--- config.mk ---
export PLATFORM = sky130hd
export DESIGN_NAME = mem_access
export DESIGN_NICKNAME = d
export VERILOG_FILES = /design/src/rtl/mem_access.sv
export SDC_FILE = /design/constraint.sdc
export NUM_CORES = 1
export LEC_CHECK = 0
export BUFFER_PORTS_ARGS = -buffer_cell sky130_fd_sc_hd__buf_2
export CORE_UTILIZATION = 49
export DETAILED_ROUTE_END_ITERATION = 10
export GPL_TIMING_DRIVEN = 1
export PLACE_DENSITY = 0.79
export SYNTH_ARGS = -nofsm -noshare
export SYNTH_HDL_FRONTEND = slang
export SYNTH_SLANG_ARGS = --single-unit
export TNS_END_PERCENT = 10
--- constraint.sdc ---
create_clock -name clk -period 4.7 [get_ports clk]
set_input_delay 0.235 -clock clk [delete_from_list [all_inputs] [get_ports clk]]
set_output_delay 0.235 -clock clk [all_outputs]
set_load 0.02 [all_outputs]
--- src/rtl/mem_access.sv ---
// ---------------------------------------------------------------------------
// mem_access -- memory-access pipeline stage.
//
// The stage latches a load/store/writeback request from execute on start_i.
// It then runs one asynchronous-SRAM cycle: SETUP, then WAIT_CYCLES of STROBE,
// then FINISH. Byte loads are lane-aligned and sign-extended. During FINISH
// the stage presents a one-cycle register-file write.
//
// Configuration macro: MEM_UART_EN
//   Defined:   byte accesses to 0x1000_0000 (UART data) and 0x1000_0005
//              (UART status, read-only) bypass the SRAM and complete through
//              the uart_* ports. Word accesses to those addresses fault.
//   Undefined: the uart_* outputs are tied to their reset values, and every
//              address goes to the SRAM.
//
// Parameters:
//   WAIT_CYCLES  SRAM strobe width in cycles, 1..15 (default 2)
//
// Ports:
//   clk, rst                   clock, asynchronous active-high reset
//   start_i                    one-cycle request strobe, honoured only in IDLE
//   mem_rd_i, mem_wr_i         load / store request
//   mem_addr_i                 byte address
//   mem_wr_data_i              store data, already lane-shifted by execute
//   ram_be_n_i                 active-low byte enables (4'b0000 = word)
//   wb_i, wb_reg_addr_i        writeback request and destination register
//   wb_data_i                  writeback data for non-load requests
//   busy_o, done_o, fault_o    status; done/fault pulse for one cycle
//   rf_we_o, rf_waddr_o,
//   rf_wdata_o                 register-file write port (valid with done_o)
//   ram_*                      asynchronous SRAM bus
//   uart_*                     UART strobes, data and status
// ---------------------------------------------------------------------------
module mem_access #(
  parameter int unsigned WAIT_CYCLES = 2
) (
  input  logic        clk,
  input  logic        rst,
  input  logic        start_i,
  input  logic        mem_rd_i,
  input  logic        mem_wr_i,
  input  logic [31:0] mem_addr_i,
  input  logic [31:0] mem_wr_data_i,
  input  logic [3:0]  ram_be_n_i,
  input  logic        wb_i,
  input  logic [4:0]  wb_reg_addr_i,
  input  logic [31:0] wb_data_i,
  output logic        busy_o,
  output logic        done_o,
  output logic        fault_o,
  output logic        rf_we_o,
  output logic [4:0]  rf_waddr_o,
  output logic [31:0] rf_wdata_o,
  output logic [19:0] ram_addr_o,
  input  logic [31:0] ram_data_i,
  output logic [31:0] ram_data_o,
  output logic        ram_data_oe_o,
  output logic        ram_ce_n_o,
  output logic        ram_oe_n_o,
  output logic        ram_we_n_o,
  output logic [3:0]  ram_be_n_o,
  output logic        uart_rd_o,
  output logic        uart_wr_o,
  output logic [7:0]  uart_data_o,
  input  logic [7:0]  uart_data_i,
  input  logic        uart_rx_ready_i,
  input  logic        uart_tx_ready_i
);

  typedef enum logic [2:0] {
    S_IDLE,
    S_SETUP,
    S_STROBE,
    S_FINISH
`ifdef MEM_UART_EN
    , S_UART
`endif
  } state_t;

  // The counter loads WAIT_CYCLES-1 on entry to STROBE. STROBE therefore ends
  // on the cycle in which the counter reads zero.
  localparam logic [3:0] STROBE_LAST = 4'(WAIT_CYCLES - 1);

  state_t      state, state_next;
  logic [3:0]  cnt;

  // Request fields captured at accept time. Only the SRAM and UART paths need
  // these fields again after the accept edge.
  logic        rd_q, wr_q, byte_q, wb_q;
  logic [1:0]  lane_q;
  logic [4:0]  wb_addr_q;
  logic [31:0] wb_data_q;

  logic        accept, req_mem, req_fault, uart_hit;
  logic        fin_fault, fin_wb, fin_we;
  logic [4:0]  fin_waddr;
  logic [31:0] fin_wdata;

`ifdef MEM_UART_EN
  localparam logic [31:0] UART_DATA_ADDR = 32'h1000_0000;
  localparam logic [31:0] UART_STAT_ADDR = 32'h1000_0005;

  logic       stat_q;
  logic [7:0] uart_status;
  assign uart_status = {2'b00, uart_tx_ready_i, 4'b0000, uart_rx_ready_i};
`endif

  function automatic logic [31:0] sext_byte(input logic [7:0] b);
    return {{24{b[7]}}, b};
  endfunction

  // A word load returns the word unchanged. A byte load selects the addressed
  // lane and sign-extends it (LB semantics).
  function automatic logic [31:0] align_load(input logic [31:0] w,
                                             input logic        is_byte,
                                             input logic [1:0]  lane);
    logic [7:0] b;
    case (lane)
      2'd0:    b = w[7:0];
      2'd1:    b = w[15:8];
      2'd2:    b = w[23:16];
      default: b = w[31:24];
    endcase
    return is_byte ? sext_byte(b) : w;
  endfunction

  // Request classification is read straight from the execute inputs. It is
  // only meaningful in the cycle a start is accepted.
  always_comb begin
    // NOTE: every variable written in a combinational block gets a default
    // first; a path that leaves one unassigned infers a latch.
    accept    = (state == S_IDLE) && start_i;
    req_mem   = mem_rd_i || mem_wr_i;
    req_fault = (mem_rd_i && mem_wr_i) ||
                ((ram_be_n_i == 4'b0000) && (mem_addr_i[1:0] != 2'b00));
    uart_hit  = 1'b0;
`ifdef MEM_UART_EN
    uart_hit = (mem_addr_i == UART_DATA_ADDR) || (mem_addr_i == UART_STAT_ADDR);
    if (uart_hit && (ram_be_n_i == 4'b0000)) begin
      req_fault = 1'b1;
    end
`endif
  end

  // Next-state logic. It also selects what the register-file port will show
  // when the FSM enters FINISH.
  always_comb begin
    state_next = state;
    fin_fault  = 1'b0;
    fin_wb     = wb_q;
    fin_waddr  = wb_addr_q;
    fin_wdata  = wb_data_q;
    case (state)
      S_IDLE: begin
        if (start_i) begin
          fin_wb    = wb_i;
          fin_waddr = wb_reg_addr_i;
          fin_wdata = wb_data_i;
          if (req_fault) begin
            state_next = S_FINISH;
            fin_fault  = 1'b1;
          end else if (!req_mem) begin
            state_next = S_FINISH;
          end else if (uart_hit) begin
`ifdef MEM_UART_EN
            state_next = S_UART;
`endif
          end else begin
            state_next = S_SETUP;
          end
        end
      end
      S_SETUP:  state_next = S_STROBE;
      S_STROBE: begin
        if (cnt == 4'd0) begin
          state_next = S_FINISH;
          // Read data is captured at the end of the last STROBE cycle.
          if (rd_q) fin_wdata = align_load(ram_data_i, byte_q, lane_q);
        end
      end
`ifdef MEM_UART_EN
      S_UART: begin
        state_next = S_FINISH;
        if (rd_q) fin_wdata = sext_byte(stat_q ? uart_status : uart_data_i);
      end
`endif
      S_FINISH: state_next = S_IDLE;
      default:  state_next = S_IDLE;
    endcase
    // A write to register x0 is never reported.
    fin_we = fin_wb && !fin_fault && (fin_waddr != 5'd0);
  end

  // Every output is a register. Each output is loaded from the next state, so
  // it is already valid in the first cycle of that state.
  always_ff @(posedge clk or posedge rst) begin
    if (rst) begin
      state         <= S_IDLE;
      cnt           <= 4'd0;
      rd_q          <= 1'b0;
      wr_q          <= 1'b0;
      byte_q        <= 1'b0;
      lane_q        <= 2'd0;
      wb_q          <= 1'b0;
      wb_addr_q     <= 5'd0;
      wb_data_q     <= 32'd0;
      busy_o        <= 1'b0;
      done_o        <= 1'b0;
      fault_o       <= 1'b0;
      rf_we_o       <= 1'b0;
      rf_waddr_o    <= 5'd0;
      rf_wdata_o    <= 32'd0;
      ram_addr_o    <= 20'd0;
      ram_data_o    <= 32'd0;
      ram_data_oe_o <= 1'b0;
      ram_ce_n_o    <= 1'b1;
      ram_oe_n_o    <= 1'b1;
      ram_we_n_o    <= 1'b1;
      ram_be_n_o    <= 4'b1111;
    end else begin
      // NOTE: state registers use non-blocking assignments so every flop
      // samples pre-edge values, whatever the statement order.
      state   <= state_next;
      busy_o  <= (state_next != S_IDLE);
      done_o  <= (state_next == S_FINISH);
      fault_o <= (state_next == S_FINISH) && fin_fault;
      rf_we_o <= (state_next == S_FINISH) && fin_we;
      if (state_next == S_FINISH) begin
        rf_waddr_o <= fin_waddr;
        rf_wdata_o <= fin_wdata;
      end

      if (accept) begin
        rd_q      <= mem_rd_i;
        wr_q      <= mem_wr_i;
        byte_q    <= (ram_be_n_i != 4'b0000);
        lane_q    <= mem_addr_i[1:0];
        wb_q      <= wb_i;
        wb_addr_q <= wb_reg_addr_i;
        wb_data_q <= wb_data_i;
      end

      // SETUP is entered only from an accepted start, so the inputs still
      // hold the request here.
      if (state_next == S_SETUP) begin
        ram_addr_o    <= mem_addr_i[21:2];
        ram_be_n_o    <= ram_be_n_i;
        ram_ce_n_o    <= 1'b0;
        ram_data_oe_o <= mem_wr_i;
        if (mem_wr_i) ram_data_o <= mem_wr_data_i;
      end else if (state_next == S_STROBE) begin
        ram_oe_n_o <= wr_q;
        ram_we_n_o <= !wr_q;
        cnt        <= (state == S_SETUP) ? STROBE_LAST : cnt - 4'd1;
      end else begin
        ram_ce_n_o    <= 1'b1;
        ram_oe_n_o    <= 1'b1;
        ram_we_n_o    <= 1'b1;
        ram_be_n_o    <= 4'b1111;
        ram_data_oe_o <= 1'b0;
      end
    end
  end

`ifdef MEM_UART_EN
  // UART strobes pulse in the single S_UART cycle. The status register
  // ignores writes.
  always_ff @(posedge clk or posedge rst) begin
    if (rst) begin
      uart_rd_o   <= 1'b0;
      uart_wr_o   <= 1'b0;
      uart_data_o <= 8'd0;
      stat_q      <= 1'b0;
    end else begin
      uart_rd_o <= 1'b0;
      uart_wr_o <= 1'b0;
      if (state_next == S_UART) begin
        stat_q    <= (mem_addr_i == UART_STAT_ADDR);
        uart_rd_o <= mem_rd_i && (mem_addr_i == UART_DATA_ADDR);
        if (mem_wr_i && (mem_addr_i == UART_DATA_ADDR)) begin
          uart_wr_o   <= 1'b1;
          uart_data_o <= mem_wr_data_i[7:0];
        end
      end
    end
  end
`else
  assign uart_rd_o   = 1'b0;
  assign uart_wr_o   = 1'b0;
  assign uart_data_o = 8'd0;

  // Without the UART window these inputs have no consumer.
  logic unused_uart_inputs;
  assign unused_uart_inputs = ^{mem_addr_i[31:22], uart_data_i,
                                uart_rx_ready_i, uart_tx_ready_i};
`endif

endmodule

==> results of run 1 <==
## routing by layer
layer  vias to the layer above  part of all wire [%]  track usage [%]
met5                         -                     0                0
met4                         0                   2.7             9.73
met3                        40                   6.6             7.14
met2                       242                    49             41.2
met1                      2810                    42             32.0
li1                       2735                     -                -
## final timing paths
| check | cells past startpoint | to | from | slack (ns) |
|---|---|---|---|---|
| hold / removal | 3 | ram_addr_o[19]$_DFFE_PP0N_ | mem_addr_i[21] | 0.01 |
| setup / recovery | 7 | ram_data_o[16]$_DFFE_PP0P_ | cnt[0]$_DFFE_PP0P_ | 1.50 |
| max in group asynchronous | 3 | ram_data_o[18]$_DFFE_PP0P_ | rst | 3.57 |
| hold reg to reg | 2 | ram_addr_o[8]$_DFFE_PP0N_ | ram_addr_o[8]$_DFFE_PP0N_ | 0.47 |
| min in group asynchronous | 2 | rf_wdata_o[11]$_DFFE_PP0N_ | rst | 0.02 |
| setup reg to reg | 7 | ram_data_o[16]$_DFFE_PP0P_ | cnt[0]$_DFFE_PP0P_ | 1.50 |
## metrics by stage
step	power [W]	cells	hold slack, ns
3_5_place_dp	0.00410	1050	0.432
3_3_place_gp	0.00402	1050	0.425
4_1_cts	0.00545	1094	0.000413
5_1_grt	0.00573	1095	0.00263
6_report	0.00542	1095	0.0111
2_1_floorplan	0.00341	688	0.340
## Yosys cell counts, drive strengths merged (2+ instances only)
| library cell | n | area [µm²] |
|---|---|---|
| inv | 7 | 26.3 |
| nor3b | 2 | 15.0 |
| a31oi | 6 | 43.8 |
| xor2 | 3 | 26.3 |
| o21ai | 31 | 155 |
| nor3 | 4 | 42.5 |
| clkbuf | 26 | 97.6 |
| or3 | 2 | 12.5 |
| nand2 | 215 | 815 |
| nor2 | 47 | 176 |
| dfrtp | 144 | 3600 |
| nor2b | 25 | 156 |
| a21oi | 15 | 75.1 |
| o22a | 6 | 52.6 |
| a41oi | 25 | 219 |
| or4 | 3 | 22.5 |
| a222oi | 6 | 60.1 |
| nand3 | 3 | 15.0 |
| buf | 27 | 184 |
| mux2 | 39 | 439 |
| o22ai | 14 | 87.6 |
| dfstp | 7 | 184 |
| and2 | 3 | 18.8 |
## layout make-up
| class | instances | area share (%) |
|---|---|---|
| flip-flops and latches | 151 | 44.0 |
| multi-input cells | 477 | 30.9 |
| repair buffers | 251 | 15.5 |
| clock buffers | 21 | 5.23 |
| well taps | 176 | 2.56 |
| clock inverters | 11 | 1.48 |
| inverters | 7 | 0.363 |
| diodes | 1 | 0.0291 |
## cell families (layout without fill, tap and decap cells)
group	after synthesis	in the layout	synth area share, %
fa+ha+maj	1	1	0.186
buf+inv	60	290	4.59
compound gates	112	112	11.6
mux	40	40	6.88
simple gates	309	309	19.8
xor+xnor	4	4	0.522
flops	151	151	56.4
other cells	1	12	0.0559
## power by group
| part | total (W) | switching, W | internal (W) | leakage, nW |
|---|---|---|---|---|
| logic | 0.00195 | 0.00124 | 0.000711 | 2.21 |
| registers | 0.00214 | 0.000296 | 0.00184 | 1.82 |
| clock network | 0.00132 | 0.000527 | 0.000798 | 0.274 |
## state kept, by name, indices dropped and copies added, names as in the netlist, 2 cells and up
name / cells
cnt: 4
lane_q: 2
ram_addr_o: 20
ram_be_n_o: 4
ram_data_o: 32
rf_waddr_o: 5
rf_wdata_o: 32
state: 3
wb_addr_q: 5
wb_data_q: 32
## timing repair
item / in CTS / in global routing
setup buffers: 0 / 0
hold endpoints to repair: 12 / 0
hold buffers: 12 / 0
gates resized for setup: 0 / 0
## critical path: cells and delay by family (launching register included)
kind	cells	cell delay [ns]
flops	1	0.39
compound gates	1	0.29
mux	1	0.46
buf+inv	1	0.09
fa+ha+maj	1	0.16
simple gates	3	1.65
## cell usage in the layout (no fill, tap or decap), types with 5 or more instances in the layout
cell type and n:
nand2_1 214, dfstp_2 7, o22ai_1 14, conb_1 11
mux2_2 7, mux2_1 32, nor2_1 46, dlygate4sd3_1 12
clkbuf_16 17, nor2b_1 25, a222oi_1 6, o21ai_0 29
buf_4 6, o22a_1 6, dfrtp_1 144, a21oi_1 15
inv_1 6, a41oi_1 25, a31oi_1 5, buf_2 233
==> impl_metrics.toml, run 1 <==
[routing]
routed_wire_length_per_instance_um = 16.0
via_count = 5827
totalWireLength_um = 17500
postRouteAntennaNets = 0
firstDrtPassIters = 5
routed_via_density = 5.32
drt-initial-drc-count = 479
route.detailed.drc = 0

[final_layout]
nets = 1059
finalInstanceArea_um2 = 8610
syn_to_final_growth_pct = 28.2
nFillCells = 1108
fin_util_pct = 64.7
seqCellArea_um2 = 3790
multi_input_area_um2 = 2660
drive_above_1_share_pct = 31.9

[grt]
grt_overflow = 0
grt_max_degree = 112
grt_pass1_vias = 5612
grt_pass1_wl_um = 27900
grt_usage_pct = 25.3
antenna_found_initial = 1

[power_and_ir_drop]
leakagePower_nw = 4.30
powerDensity_nw_per_um2 = 629
peakVddDrop_uv = 388

[critical_path]
cp-end-kind = "register"
worst-setup-path-type = "reg -> reg"
required_ns = 4.99
cp.arrival_ns = 3.48
max_stage_delay_ns = 0.85
worstPathMaxFanout = 33
cp_slowest_cell = "nor3_4"
worst_setup_path_start_kind = "register"
path_cells = "inv_1 > ha_1 > nor3b_1 > a31oi_2 > nor3_4 > nand2_4 > mux2_1"

[sta]
drv_slew = 0
max_slew_margin_pct = 32.5
clock_skew_ns = 0.0114
final.setup.tns_ns = 0
worst_pin_slew_ns = 1.01
max_freq_mhz = 313
fin_ws_ns = 1.50
post-route-period-util_pct = 68.0
grt_setup_unrepaired = "no"
hold_violations = 0
period_needed_ns = 3.20
finalSetupViolCount = 0

[synthesis]
avgSynthCellArea_um2 = 9.90
yosys_warnings = 0
synth-edff-count = 0
synth_seq_cells = 151
syn_inst = 678
yosysSeqAreaShare_pct = 56.4
syn-cell-area_um2 = 6710
ys.flop_type = "dfrtp_1"
synthArstFlopShare_pct = 100
yosys.cell_types.count = 48

[die]
fp.coreArea_um2 = 13300
fp.dieArea_um2 = 14200
start_util_pct = 50.5
die_w_um = 119
num_io_pins = 264
core.rowCount = 42
fp.dieH_um = 119

[clock_tree]
clkTransAtPathRegs_ns = 0.06
clockRootBuffer = "clkbuf_16"
htree_levels = 4
cts_tree = "yes"
clk-insertion-delay-late_ns = 0.42
clk_path_buf_depth = 2
clock_sinks = 151
numCtsBuffers = 17

[placement]
dp_slack_ns = 1.53
dpl.hpwl_um = 11800
io_buffers = 233
post_dp_cell_area_um2 = 7910
gp_congestion = 0.943

[flow_run]
drv_cap = 0

[min_path]
hp-class = "in -> reg"

[status]
outcome = "complete, no violations"
Note: power is estimated with default switching activity, not from simulation.
==> inputs of run 2 (changes only) <==
ABC_AREA = 1   (was not set)
CORE_UTILIZATION = 50   (was 49)
clock period = 3.2 ns   (was 4.7 ns; I/O delays follow)
==> impl_metrics.toml, run 2 <==
[status]
violations = "hold timing"
outcome = "finished, violations left"

[synthesis]
syn-cell-area_um2 = 7490
ys.flop_type = "dfrtp_1"
synth_seq_cells = 151
yosysMostFrequentCell = "nand2_1"
synthArstFlopShare_pct = 100
synth.area.top_cells = "dfrtp_1 (48%), nand2_1 (12%), nor2_1 (9.5%)"
yosys_warnings = 0
synthTopCellsByCount = "nand2_1 (241), nor2_1 (190), dfrtp_1 (144)"
synth_top_cell_by_area = "dfrtp_1"
synth_top_cell_area_share_pct = 48.1
syn_inst = 1008
yosys.cell_types.count = 28
avgSynthCellArea_um2 = 7.43
synth-edff-count = 0
yosysSeqAreaShare_pct = 50.5

[clock_tree]
clockRootBuffer = "clkbuf_16"
cts_hold_buf = 56
cts_tree = "yes"
numCtsBuffers = 17
clkTransAtPathRegs_ns = 0.07
clock_sinks = 151
clk_path_buf_depth = 2
cts_setup_buffers = 0
clk-insertion-delay-late_ns = 0.42
htree_levels = 4
postCtsResizedCells = 0

[placement]
gp_congestion = 0.916
dpl.hpwl_um = 13700
io_buffers = 233

[critical_path]
cpMostUsedCell = "nor2_1"
path_buf_inv = 3
cp-end-kind = "register"
worst-setup-path-type = "reg -> reg"
cp.arrival_ns = 2.86
worst_setup_path_start_kind = "register"
cp_slowest_cell = "nand4_1"
r2r_start = "cnt[0]$_DFFE_PP0P_"
worstPathMaxFanout = 15
path_cells = "inv_1 > ha_1 > nand4_1 > buf_4 > buf_4 > nor2_1 > o21ai_0 > a21oi_1 > nor2_1 > nor2_1"
max_stage_delay_ns = 0.63
critPathLaunch = "cnt[0]$_DFFE_PP0P_"
cpLargestDelayFamily = "simple AND/OR/NAND/NOR gates"
required_ns = 3.55

[die]
die_w_um = 124
fp.coreArea_um2 = 14600
core.rowCount = 44
start_util_pct = 51.4
fp.dieH_um = 124
num_io_pins = 264
fp.dieArea_um2 = 15500

[sta]
whs_ns = -0.0269
hold_violations = 36
drv_slew = 0
worst_pin_slew_ns = 0.873
max_slew_margin_pct = 41.8
finalSetupViolCount = 0
final.setup.tns_ns = 0
post-route-period-util_pct = 78.5
period_needed_ns = 2.51
grt_setup_unrepaired = "no"
max_freq_mhz = 398
clock_skew_ns = 0.00958

[routing]
routed_via_density = 5.22
route.detailed.drc = 0
routed_wire_length_per_instance_um = 15.2
postRouteAntennaNets = 0
drt-initial-drc-count = 796
via_count = 7671
firstDrtPassIters = 6
totalWireLength_um = 22400

[min_path]
hp-class = "in -> async"

[final_layout]
drive_above_1_share_pct = 23.2
n_antenna_cell = 0
nets = 1426
fin_util_pct = 67.8
reg_top3 = "ram_data_o: 32 flops, rf_wdata_o: 32 flops, wb_data_q: 32 flops"
layout_commonest_cell = "nand2_1"
syn_to_final_growth_pct = 32.0
final_cell_mix = "nand2_1 (241), buf_2 (233), nor2_1 (190)"

[grt]
grt_pass1_vias = 7286
grt_max_degree = 152
antenna_found_initial = 0
grt_usage_pct = 29.5
grt_overflow = 0
grt_pass1_wl_um = 36100

[power_and_ir_drop]
leakagePower_nw = 5.29
peakVddDrop_uv = 588
powerDensity_nw_per_um2 = 892

[flow_run]
drv_cap = 0
-- run 2: where the power goes --
group	switching, W	internal (W)
combinational	0.00230	0.00115
sequential	0.000526	0.00275
clock	0.000892	0.00121
-- run 2: layout make-up --
| class | instances | area (µm²) |
|---|---|---|
| Fill cell | 1175 | 4700 |
| Tap cell | 184 | 230 |
| Clock buffer | 18 | 439 |
| Multi-Input combinational cell | 716 | 3090 |
| Sequential cell | 151 | 3790 |
| Inverter | 82 | 314 |
| Clock inverter | 14 | 175 |
| Timing Repair Buffer | 304 | 1850 |
-- run 2: final timing paths --
kind	end	slack (ns)	depth (start not counted)
max	rf_wdata_o[12]$_DFFE_PP0N_	0.69	10
min	rf_waddr_o[0]$_DFFE_PP0N_	-0.03	3
max reg2reg	rf_wdata_o[12]$_DFFE_PP0N_	0.69	10
min reg2reg	ram_addr_o[16]$_DFFE_PP0N_	0.47	2
max in group asynchronous	wb_data_q[6]$_DFFE_PP0P_	2.64	3
min in group clk	ram_data_o[27]$_DFFE_PP0P_	0.01	3
-- run 2: worst reg2reg max path, cell delays in order, from the launching register on --
cell and delay, ns:
dfrtp_1 0.38, inv_1 0.10, ha_1 0.21, nand4_1 0.63, buf_4 0.46, buf_4 0.20
nor2_1 0.09, o21ai_0 0.08, a21oi_1 0.16, nor2_1 0.05, nor2_1 0.08
-- run 2: kinds of logic (layout without fill, tap and decap cells) --
kind of cell    after synthesis  in the layout  synth area share (%)
simple gates                534            534                  28.8
compound gates              168            168                  11.4
flops                       151            151                  50.5
buf+inv                     151            418                  8.82
xor+xnor                      2              2                 0.234
fa+ha+maj                     1              1                 0.167
other cells                   1             11                0.0500
-- run 2: stage by stage --
stage / power [W] / area [µm²] / std cells / setup slack (ns)
after floorplan: 0.00548 / 7530 / 1018 / 1.14
after global placement: 0.00648 / 8720 / 1381 / 0.811
after detailed placement: 0.00658 / 8720 / 1381 / 0.755
after CTS: 0.00877 / 9890 / 1469 / 0.708
after global routing: 0.00939 / 9890 / 1469 / 0.419
final: 0.00882 / 9890 / 1469 / 0.690
-- run 2: metal layers --
metal	up-vias	GRT usage (%)	part of all wire, %
met5	-	0	0
met4	0	8.36	2.0
met3	38	7.60	8.3
met2	367	50.6	50
met1	3573	36.6	40
li1	3693	-	-
==> inputs of run 3 (changes only) <==
clock period = 2.6 ns   (was 3.2 ns; I/O delays follow)
==> impl_metrics.toml, run 3 (same netlist as run 2, synthesis figures left out) <==
[min_path]
hp-class = "in -> reg"
whs_path_depth = 5

[routing]
via_count = 7911
routed_via_density = 5.28
firstDrtPassIters = 6
drt-initial-drc-count = 822
postRouteAntennaNets = 0
routed_wire_length_per_instance_um = 15.2
totalWireLength_um = 22800
route.detailed.drc = 0

[grt]
grt_overflow = 0
grt_pass1_vias = 7574
grt_max_degree = 101
grt_pass1_wl_um = 36700
antenna_found_initial = 0
grt_usage_pct = 29.8

[final_layout]
syn_to_final_growth_pct = 35.5
nets = 1455
n_antenna_cell = 0
drive_above_1_share_pct = 23.1
stdcell_count = 1498
final_cell_mix = "nand2_1 (240), buf_2 (233), nor2_1 (190)"
layout_commonest_cell = "nand2_1"
reg_top3 = "ram_data_o: 32 flops, rf_wdata_o: 32 flops, wb_data_q: 32 flops"

[critical_path]
max_stage_delay_ns = 0.41
required_ns = 2.91
cp_slowest_cell = "dfrtp_1"
r2r_slack_ns = 0.25
worst_setup_path_start_kind = "register"
cpMostUsedCell = "nand2_1"
worstPathMaxFanout = 25
critPathLaunch = "state[1]$_DFF_PP0_"
reg2regPathDepth = 9
r2r_start = "state[1]$_DFF_PP0_"
worst-setup-path-type = "reg -> reg"
cp-end-kind = "register"
worstSetupEndpoint = "ram_data_o[28]$_DFFE_PP0P_"
regToRegEndpoint = "ram_data_o[28]$_DFFE_PP0P_"
path_cells = "nor2_1 > nand3_4 > o21ai_4 > inv_2 > nor2_4 > nand2_1 > buf_12 > nand2_1 > nand2_1"
cp.arrival_ns = 2.66

[clock_tree]
numCtsBuffers = 17
clock_sinks = 151
clk-insertion-delay-late_ns = 0.42
clockRootBuffer = "clkbuf_16"
cts_tree = "yes"
cts_setup_buffers = 0
htree_levels = 4
clk_path_buf_depth = 2
clkTransAtPathRegs_ns = 0.07

[sta]
worst_pin_slew_ns = 0.875
finalSetupViolCount = 0
period_needed_ns = 2.35
final.setup.tns_ns = 0
hold_violations = 0
max_freq_mhz = 425
grt_setup_unrepaired = "no"
clock_skew_ns = 0.00750
max_slew_margin_pct = 41.7
post-route-period-util_pct = 90.4
drv_slew = 0

[die]
fp.dieArea_um2 = 15500
start_util_pct = 51.4
num_io_pins = 264
fp.coreArea_um2 = 14600
die_w_um = 124
fp.dieH_um = 124
core.rowCount = 44

[power_and_ir_drop]
peakVddDrop_uv = 762
leakagePower_nw = 5.41
powerDensity_nw_per_um2 = 1070

[placement]
dpl.hpwl_um = 14000
place_inst = 1385
gp_congestion = 0.915
io_buffers = 233

[status]
outcome = "complete, no violations"

[flow_run]
drv_cap = 0
## run 3: cell count changes in the layout (fill, tap and decap cells not counted), moves of 2 or more
| cell | before | now |
|---|---|---|
| inv_8 | 5 | 3 |
| dlygate4sd3_1 | 56 | 80 |
| clkinv_2 | 0 | 2 |
| buf_4 | 14 | 18 |
## run 3: per-stage QoR
stage / utilization, % / instance area (µm²) / total power [W] / worst slack [ns] / hold slack, ns
floorplan: - / 7530 / 0.00674 / 0.573 / 0.240
global placement: 60.0 / 8750 / 0.00802 / 0.105 / 0.0859
detailed placement: 60.0 / 8750 / 0.00814 / 0.0861 / 0.0886
CTS: 69.5 / 10100 / 0.0107 / 0.0498 / 0.000980
global route: 69.6 / 10200 / 0.0115 / 0.0756 / 0.00341
finish: 69.6 / 10200 / 0.0108 / 0.248 / 0.0190
## run 3: report_power, final
part	total, W	internal (W)	switching, W
Combinational	0.00431	0.00146	0.00286
Clock	0.00249	0.00144	0.00104
Sequential	0.00405	0.00338	0.000667
Total	0.0108	0.00628	0.00457
## run 3: critical path: cells and delay by family (launching register included)
family | cells | cell delay (ns)
flip-flops | 1 | 0.41
AO/OA/AOI/OAI | 1 | 0.12
AND/OR/NAND/NOR | 6 | 1.35
buffers and inverters | 2 | 0.37
## run 3: worst min-delay path by stage
stage	start	endpoint	slack, ns
finish	ram_be_n_i[3]	ram_be_n_o[3]$_DFFE_PP1P_	0.02
global route	wb_data_i[1]	wb_data_q[1]$_DFFE_PP0P_	0.003
CTS	ram_be_n_i[3]	ram_be_n_o[3]$_DFFE_PP1P_	0.001
detailed placement	rst	ram_data_o[20]$_DFFE_PP0P_	0.09
global placement	rst	ram_data_o[20]$_DFFE_PP0P_	0.09
floorplan	mem_rd_i	rd_q$_DFFE_PP0P_	0.24
## run 3: layout make-up
cell class / count / area, µm²
Sequential cell: 151 / 3790
Timing Repair Buffer: 332 / 2120
Tap cell: 184 / 230
Multi-Input combinational cell: 717 / 3100
Clock buffer: 18 / 429
Clock inverter: 14 / 164
Fill cell: 1108 / 4440
Inverter: 82 / 317
## run 3: layer usage
metal  vias up  routed length (µm)  global-route usage (%)
li1       3752                   -                       -
met1      3689                9120                    36.2
met2       420               11300                    51.5
met3        50                1870                    7.65
met4         0                 442                    9.71
met5         -                   0                       0
## run 3: what timing repair did
item | 4_1_cts | 5_1_grt
gates resized for setup | 0 | 2
hold buffers | 80 | 0
hold endpoints to repair | 89 | 0
setup endpoints to repair | 0 | 38
